<file path="src/rtl/instr_fetch_stage_pkg.sv">
// Shared definitions for the instruction fetch stage: jump opcodes, the
// bubble word, the fetch FSM encoding and the IF/ID register layout.
package instr_fetch_stage_pkg;

  localparam logic [5:0]  OP_J      = 6'b000010;
  localparam logic [5:0]  OP_JAL    = 6'b000011;
  // sll $0,$0,0
  localparam logic [31:0] NOP_INSTR = 32'h0000_0000;

  typedef enum logic {
    BOOT = 1'b0,
    RUN  = 1'b1
  } fetch_state_e;

  // 65-bit IF/ID payload.
  typedef struct packed {
    logic [31:0] instr;
    logic [31:0] pc_plus4;
    logic        valid;
  } ifid_t;

  function automatic logic is_jump_op(input logic [5:0] op);
    return (op == OP_J) || (op == OP_JAL);
  endfunction

endpackage

</file>
<file path="src/rtl/instr_fetch_stage_ifid_reg.sv">
// IF/ID pipeline register {instr, pc_plus4, valid}.
// Ports:
//   clk_i    clock, rising edge
//   rst_i    asynchronous reset, active-low (loads a bubble)
//   hold_i   keep the current contents
//   flush_i  load a bubble; wins over hold_i
//   d_i      next contents when neither hold nor flush
//   q_o      current contents
module ifid_reg
  import instr_fetch_stage_pkg::*;
#(
  parameter logic [31:0] FLUSH_INSTR = 32'h0000_0000
) (
  input  logic  clk_i,
  input  logic  rst_i,
  input  logic  hold_i,
  input  logic  flush_i,
  input  ifid_t d_i,
  output ifid_t q_o
);

  localparam ifid_t BUBBLE = '{instr: FLUSH_INSTR, pc_plus4: 32'h0, valid: 1'b0};

  ifid_t r_q;

  // NOTE: sequential state uses non-blocking assignments so every register
  // samples pre-edge values regardless of block evaluation order.
  always_ff @(posedge clk_i or negedge rst_i) begin
    if (!rst_i) begin
      r_q <= BUBBLE;
    end else if (flush_i) begin
      r_q <= BUBBLE;
    end else if (!hold_i) begin
      r_q <= d_i;
    end
  end

  assign q_o = r_q;

endmodule

</file>
<file path="src/rtl/instr_fetch_stage.sv">
// IF stage: PC register, next-PC selection (sequential, EX branch, ID jr,
// ID j/jal), stall/flush handling and the IF/ID register feeding decode.
// Ports:
//   clk_i, rst_i               clock / async active-low reset
//   imem_addr_o, imem_data_i   combinational instruction memory read
//   stall_i                    hold PC and IF/ID
//   branch_taken_i/_target_i   EX-stage branch redirect
//   jr_i, jr_target_i          ID-stage jr redirect
//   instr_o, pc_plus4_o,
//   valid_o                    IF/ID contents
//   jump_o                     j/jal in IF/ID is redirecting this cycle
module instr_fetch_stage
  import instr_fetch_stage_pkg::*;
#(
  parameter logic [31:0] RESET_PC  = 32'h0000_0000,
  parameter logic [31:0] NOP_INSTR = instr_fetch_stage_pkg::NOP_INSTR
) (
  input  logic        clk_i,
  input  logic        rst_i,
  output logic [31:0] imem_addr_o,
  input  logic [31:0] imem_data_i,
  input  logic        stall_i,
  input  logic        branch_taken_i,
  input  logic [31:0] branch_target_i,
  input  logic        jr_i,
  input  logic [31:0] jr_target_i,
  output logic [31:0] instr_o,
  output logic [31:0] pc_plus4_o,
  output logic        valid_o,
  output logic        jump_o
);

  fetch_state_e r_state, w_next_state;
  logic [31:0]  r_pc, w_next_pc, w_sel_pc, w_pc_plus4, w_jump_target;
  logic         w_hold, w_flush, w_jump, w_is_jump;
  ifid_t        w_ifid_d, w_ifid_q;

  assign w_pc_plus4    = r_pc + 32'd4;  // wraps modulo 2^32
  assign w_jump_target = {w_ifid_q.pc_plus4[31:28], w_ifid_q.instr[25:0], 2'b00};
  assign w_is_jump     = w_ifid_q.valid && is_jump_op(w_ifid_q.instr[31:26]);

  // NOTE: every signal driven here gets a default first so no path can
  // leave one unassigned and infer a latch.
  always_comb begin
    w_next_state = r_state;
    w_sel_pc     = r_pc;
    w_hold       = 1'b0;
    w_flush      = 1'b0;
    w_jump       = 1'b0;
    unique case (r_state)
      BOOT: begin
        w_next_state = RUN;
        w_flush      = 1'b1;
      end
      RUN: begin
        // A taken branch overrides a stall: the stalled ID instruction is on
        // the wrong path anyway.
        if (branch_taken_i) begin
          w_sel_pc = branch_target_i;
          w_flush  = 1'b1;
        end else if (stall_i) begin
          w_hold   = 1'b1;
        end else if (jr_i) begin
          w_sel_pc = jr_target_i;
          w_flush  = 1'b1;
        end else if (w_is_jump) begin
          w_sel_pc = w_jump_target;
          w_flush  = 1'b1;
          w_jump   = 1'b1;
        end else begin
          w_sel_pc = w_pc_plus4;
        end
      end
      default: w_next_state = BOOT;
    endcase
  end

  // Misaligned redirect targets are truncated to a word boundary.
  assign w_next_pc = {w_sel_pc[31:2], 2'b00};

  always_ff @(posedge clk_i or negedge rst_i) begin
    if (!rst_i) begin
      r_state <= BOOT;
      r_pc    <= {RESET_PC[31:2], 2'b00};
    end else begin
      r_state <= w_next_state;
      r_pc    <= w_next_pc;
    end
  end

  assign w_ifid_d = '{instr: imem_data_i, pc_plus4: w_pc_plus4, valid: 1'b1};

  ifid_reg #(
    .FLUSH_INSTR(NOP_INSTR)
  ) u_ifid_reg (
    .clk_i   (clk_i),
    .rst_i   (rst_i),
    .hold_i  (w_hold),
    .flush_i (w_flush),
    .d_i     (w_ifid_d),
    .q_o     (w_ifid_q)
  );

  assign imem_addr_o = r_pc;
  assign instr_o     = w_ifid_q.instr;
  assign pc_plus4_o  = w_ifid_q.pc_plus4;
  assign valid_o     = w_ifid_q.valid;
  assign jump_o      = w_jump;

endmodule
</file>
<file path="config.mk">
export PLATFORM = sky130hd
export DESIGN_NAME = instr_fetch_stage
export DESIGN_NICKNAME = d
export VERILOG_FILES = /design/src/rtl/instr_fetch_stage_pkg.sv /design/src/rtl/instr_fetch_stage_ifid_reg.sv /design/src/rtl/instr_fetch_stage.sv
export SDC_FILE = /design/constraint.sdc
export NUM_CORES = 1
export LEC_CHECK = 0
export ABC_CLOCK_PERIOD_IN_PS = 5400
export BUFFER_PORTS_ARGS = -buffer_cell sky130_fd_sc_hd__buf_4
export CAP_MARGIN = 20
export CORE_UTILIZATION = 55
export CTS_BUF_LIST = sky130_fd_sc_hd__clkbuf_4
export DETAILED_ROUTE_END_ITERATION = 6
export PLACE_DENSITY = 0.95
export SLEW_MARGIN = 15
export SYNTH_ARGS = -nofsm -noshare
export SYNTH_HDL_FRONTEND = slang
export SYNTH_SLANG_ARGS = --single-unit
export TNS_END_PERCENT = 50
</file>
<file path="constraint.sdc">
create_clock -name clk_i -period 5.4 [get_ports clk_i]
set_input_delay 1.08 -clock clk_i [delete_from_list [all_inputs] [get_ports clk_i]]
set_output_delay 1.08 -clock clk_i [all_outputs]
set_load 0.1 [all_outputs]
</file>
==> results of run 1 <==
## worst min-delay path, cell delays in order (launching register included)
cell	delay, ns
dfrtp_1	0.37
nand2_1	0.05
o21ai_0	0.06
## power by group through the flow
stage,Sequential [mW],Combinational [mW],Clock [mW]
after global placement,0.836,0.689,0
final,0.833,0.708,0.399
after floorplan,1.16,0.177,0
after detailed placement,0.843,0.702,0
after CTS,0.829,0.704,0.392
after global routing,0.840,0.733,0.424
## stage by stage
step	power [mW]	utilization	hold slack, ns
2_1_floorplan	1.33	-	0.655
3_3_place_gp	1.53	0.738	0.455
3_5_place_dp	1.54	0.738	0.473
4_1_cts	1.92	0.754	0.504
5_1_grt	2.00	0.754	0.534
6_report	1.94	0.754	0.503
## logic make-up after synthesis
family / Yosys count / synth area share
AOI/OAI and AO/OA: 199 / 0.261
xor gates and xnor gates: 26 / 0.0448
other: 2 / 0.00148
DFF: 94 / 0.463
adders and majority gates: 1 / 0.00246
muxes: 1 / 0.00197
buffers and inverters: 51 / 0.0419
and+or+nand+nor: 184 / 0.184
## synthesized netlist by cell type, drive strengths merged, types with 2 or more instances
cell | number | area, µm²
a211o | 2 | 17.5
a211oi | 3 | 22.5
a21oi | 37 | 185
a22o | 37 | 324
a2bb2oi | 8 | 70.1
a31o | 2 | 17.5
a31oi | 20 | 125
a32oi | 3 | 26.3
and2 | 6 | 37.5
and3 | 15 | 93.8
and4 | 2 | 17.5
buf | 10 | 58.8
clkbuf | 33 | 124
conb | 2 | 7.51
dfrtp | 94 | 2350
inv | 8 | 30.0
nand2 | 76 | 285
nand2b | 7 | 43.8
nand3 | 19 | 100
nand4 | 6 | 43.8
nor2 | 25 | 93.8
nor3 | 12 | 70.1
nor3b | 2 | 15.0
nor4 | 6 | 65.1
o211ai | 5 | 37.5
o21ai | 57 | 285
o22a | 3 | 26.3
o22ai | 4 | 25.0
o311ai | 6 | 52.6
o31ai | 2 | 15.0
o32a | 2 | 20.0
or3 | 3 | 18.8
xnor2 | 10 | 87.6
xor2 | 16 | 140
## area by class of cell
type / count / area, µm² / share of cell area
inverter: 8 / 30.0 / 0.00450
sequential: 94 / 2350 / 0.353
clock buffer: 10 / 75.1 / 0.0113
clock inverter: 6 / 61.3 / 0.00919
multi-input combinational: 416 / 2540 / 0.382
tap: 108 / 135 / 0.0203
timing repair buffer: 196 / 1470 / 0.221
## sequential cells by signal, summed over array words and instances, names as in the netlist
signal / flops
imem_addr_o: 30
r_state: 1
u_ifid_reg.q_o: 63
## path summary, 6_finish.rpt
check	start	to	slack, ns	depth (start not counted)
hold / removal	u_ifid_reg.q_o[16]	u_ifid_reg.q_o[16]	0.50	2
hold reg to reg	u_ifid_reg.q_o[16]	u_ifid_reg.q_o[16]	0.50	2
setup / recovery	branch_taken_i	jump_o	1.99	5
setup reg to reg	u_ifid_reg.q_o[62]	imem_addr_o[16]	2.77	6
min in group asynchronous	rst_i	u_ifid_reg.q_o[33]	0.60	1
max in group asynchronous	rst_i	imem_addr_o[31]	3.72	2
## per-layer routing
layer	global-route usage	vias up	routed length, µm
met1	0.472	2612	6410
met5	0	-	0
met2	0.559	437	7960
met3	0.0630	73	1840
met4	0.174	0	772
li1	-	2385	-
==> results.py, run 1 <==
metrics = {
    "worst_setup_path": {
        "critPathCaptureType": "output port",
        "worstPathRequired_ns": 4.32,
        "crit_type": "input port to output port",
        "path_cells": "buf_4 -> nor2_1 -> nand2_1 -> nor3_1 -> buf_4",
        "cp_num_buf_inv": 2,
        "critPathMaxStageDelay_ns": 0.32,
        "cp_top_family": "simple AND/OR/NAND/NOR gates",
        "worstPathMaxFanout": 44,
        "worstSetupStartpointType": "input port",
        "slowest_stage": "buf_4",
        "worstPathArrival_ns": 2.33,
        "timing.critical_path.mode_cell": "buf_4",
    },
    "logic_synthesis": {
        "yosys_warnings": 0,
        "ys_async_sr_fraction": 1.00,
        "synth_ff_type": "dfrtp_1",
        "syn_avg_cell_area_um2": 9.11,
        "postSynthCellCount": 558,
        "synth-seq-cells": 94,
        "ys_seq_area_frac": 0.463,
        "synth_cell_types": 56,
        "synth_edf_count": 0,
        "syn_area_um2": 5080,
    },
    "status": {
        "violations": "design-rule violations",
        "status": "finished, violations left",
    },
    "pwr": {
        "net-switching-power_mw": 0.861,
        "p_int_mw": 1.08,
        "clock_power_share": 0.206,
        "vdd_drop_max_v": 0.000143,
        "comb_power_share": 0.365,
        "swShare": 0.443,
        "power_density_nw_per_um2": 291,
        "p_leak_nw": 3.17,
        "seq_power_share": 0.429,
    },
    "clock_tree": {
        "cts_buffers": 9,
        "hold_buffers": 0,
        "cts_tree": "built",
        "insertion_delay_ns": 0.46,
        "cts_resized": 0,
        "cts_max_level": 3,
        "clk_path_buf_depth": 2,
        "post_cts_buffers": 0,
        "cts-root-buf": "clkbuf_4",
        "cts_sinks": 94,
        "clk_pin_slew_worst_paths_ns": 0.15,
    },
    "timing": {
        "setup_viol": 0,
        "finalSetupTns_ns": 0,
        "fin_ws_ns": 1.99,
        "skew_ns": 0.0213,
        "finalMaxSlewViolations": 0,
        "tightest_slew_ns": 1.10,
        "min_period_ns": 3.41,
        "rsz0062_at_grt": "false",
        "fin_crit_sh": 0.631,
        "maxSlewHeadroom": 0.262,
        "fmaxAchievable_mhz": 294,
        "hold_violations": 0,
    },
    "floorplanning": {
        "die-area_um2": 9630,
        "rows": 34,
        "core-area_um2": 8850,
        "die_x_um": 98.1,
        "boundaryPins": 199,
        "initial_utilization": 0.574,
        "die_y_um": 98.1,
    },
    "global_routing": {
        "grt_use_total": 0.354,
        "grt_pass1_vias": 5075,
        "grt-ovfl-total": 0,
        "grt_start_max_net_pins": 50,
        "grt_antenna_before_repair": 0,
        "grt_pass1_wl_um": 26500,
    },
    "finish": {
        "final_cell_area_um2": 6670,
        "mostFrequentLayoutCells": "buf_4, dfrtp_1, nand2_1",
        "drive_gt1_frac": 0.305,
        "final_nets": 827,
        "areaGrowthSynthToFinish_pct": 31.3,
        "stdcell_count": 838,
        "final_common_cell": "buf_4",
        "fillers": 620,
        "diodes": 0,
    },
    "place": {
        "pre_cts_slack_ns": 2.05,
        "placed_cell_area_um2": 6530,
        "post-dp-hpwl_um": 12400,
        "placed_cells": 822,
        "gp_congestion": 0.934,
        "io_buffers": 190,
    },
    "detailed_routing": {
        "drt_first_pass_iters": 7,
        "num_vias": 5507,
        "viasPerCell": 6.57,
        "drc": 12,
        "ant_nets": 0,
        "wl_per_cell_um": 20.3,
        "wirelength_um": 17000,
        "drt_iter0_drc": 720,
    },
    "worst_hold_path": {
        "hold_class": "flip-flop to flip-flop",
    },
    "flow_run": {
        "max_cap_violations": 0,
    },
}
Note: power is estimated with default switching activity, not from simulation.
==> inputs of run 2 (changes only) <==
- ABC_CLOCK_PERIOD_IN_PS: 5400 -> 3000
- CORE_UTILIZATION: 55 -> 46
- PLACE_DENSITY: 0.95 -> 0.85
- clock period: 5.4 -> 3 ns (I/O delays scaled with it)
==> results.py, run 2 (synthesis results as in run 1) <==
metrics = {
    "timing": {
        "rsz0062_at_grt": "false",
        "skew_ns": 0.0312,
        "maxSlewHeadroom": 0.443,
        "fin_crit_sh": 0.914,
        "finalMaxSlewViolations": 0,
        "tightest_slew_ns": 0.825,
        "fmaxAchievable_mhz": 365,
        "setup_viol": 0,
        "finalSetupTns_ns": 0,
        "min_period_ns": 2.74,
        "hold_violations": 0,
    },
    "clock_tree": {
        "clk_pin_slew_worst_paths_ns": 0.16,
        "cts_sinks": 94,
        "insertion_delay_ns": 0.47,
        "clk_path_buf_depth": 2,
        "cts-root-buf": "clkbuf_4",
        "cts_max_level": 3,
        "cts_buffers": 9,
        "hold_buffers": 0,
        "cts_tree": "built",
        "cts_resized": 0,
        "post_cts_buffers": 0,
    },
    "worst_setup_path": {
        "cp_top_family": "simple AND/OR/NAND/NOR gates",
        "worstSetupStartpointType": "flip-flop",
        "worstPathArrival_ns": 2.14,
        "worstPathRequired_ns": 2.40,
        "cp_num_buf_inv": 1,
        "critPathCaptureType": "output port",
        "crit_type": "flip-flop to output port",
        "critPathMaxStageDelay_ns": 0.46,
        "slowest_stage": "nor4b_2",
        "path_cells": "nor4b_2 -> nand2_1 -> nor3_4 -> buf_4",
        "worstPathMaxFanout": 7,
    },
    "pwr": {
        "p_leak_nw": 3.22,
        "total_power_mw": 3.39,
        "seq_power_share": 0.442,
        "swShare": 0.451,
        "power_density_nw_per_um2": 500,
        "comb_power_share": 0.379,
        "net-switching-power_mw": 1.53,
        "clock_power_share": 0.179,
        "vdd_drop_max_v": 0.000273,
        "p_int_mw": 1.86,
    },
    "global_routing": {
        "grt_pass1_wl_um": 26700,
        "gr-max-usage-layer": "met2",
        "met2_usage": 0.465,
        "grt_use_met1": 0.427,
        "grt_antenna_before_repair": 0,
        "grt_start_max_net_pins": 58,
        "grt_use_total": 0.305,
        "grt-ovfl-total": 0,
        "use_met3": 0.0584,
        "grt_pass1_vias": 4937,
    },
    "floorplanning": {
        "initial_utilization": 0.471,
        "rows": 38,
        "die-area_um2": 11500,
        "boundaryPins": 199,
        "die_x_um": 107,
        "core-area_um2": 10800,
        "die_y_um": 107,
    },
    "place": {
        "gp_congestion": 0.897,
        "io_buffers": 190,
        "post-dp-hpwl_um": 12500,
    },
    "flow_run": {
        "max_cap_violations": 0,
    },
    "finish": {
        "areaGrowthSynthToFinish_pct": 33.3,
        "mostFrequentLayoutCells": "buf_4, dfrtp_1, nand2_1",
        "largest_reg_flops": 63,
        "final_nets": 835,
        "diodes": 0,
        "drive_gt1_frac": 0.316,
        "final_common_cell": "buf_4",
    },
    "detailed_routing": {
        "drc": 0,
        "ant_nets": 0,
        "viasPerCell": 6.02,
        "wirelength_um": 17000,
        "wl_per_cell_um": 19.4,
        "num_vias": 5277,
        "drt_first_pass_iters": 5,
        "drt_iter0_drc": 452,
    },
    "worst_hold_path": {
        "hold_class": "input port to asynchronous set/reset pin",
    },
    "status": {
        "status": "complete, no violations",
    },
}
[run 2: changes by cell type in the layout (fill, tap and decap cells not counted), sizes merged]
| cell | change |
|---|---|
| clkinv | +2 |
| bufinv | -1 |
| buf | +8 |
| clkinvlp | -2 |
[run 2: worst paths after layout]
kind,slack [ns],startpoint,cells past startpoint,endpoint
setup / recovery,0.26,u_ifid_reg.q_o[62],4,jump_o
hold / removal,0.18,rst_i,1,imem_addr_o[14]
setup reg to reg,0.50,imem_addr_o[6],5,imem_addr_o[25]
hold reg to reg,0.50,u_ifid_reg.q_o[8],2,u_ifid_reg.q_o[8]
max in group asynchronous,2.12,rst_i,2,u_ifid_reg.q_o[32]
min in group clk_i,0.35,imem_data_i[14],2,u_ifid_reg.q_o[47]
[run 2: area by class of cell]
cell class	instances	area [µm²]
fill	916	4020
inverter	8	30.0
tap	140	175
sequential	94	2350
clock inverter	5	26.3
clock buffer	10	75.1
timing repair buffer	204	1560
multi-input combinational	416	2560
[run 2: stage by stage]
stage,instance area [µm²],utilization,std cells,setup slack (ns),hold slack (ns)
2_1_floorplan,5110,-,561,0.00841,0.304
3_3_place_gp,6670,0.618,862,0.638,0.462
3_5_place_dp,6670,0.618,862,0.573,0.463
4_1_cts,6770,0.628,877,0.220,0.207
5_1_grt,6770,0.628,877,0.150,0.237
6_report,6770,0.628,877,0.257,0.185
[run 2: metal layers]
metal  up-vias  wire length [µm]
li1       2401                 -
met1      2526              7280
met5         -                 0
met4         0               535
met3        52              1370
met2       298              7800
[run 2: power by group through the flow]
stage	registers, mW	logic (mW)	clock network (mW)
after CTS	1.49	1.28	0.608
final	1.50	1.28	0.608
after global routing	1.51	1.34	0.663
after detailed placement	1.52	1.28	0
after global placement	1.51	1.27	0
after floorplan	2.08	0.319	0
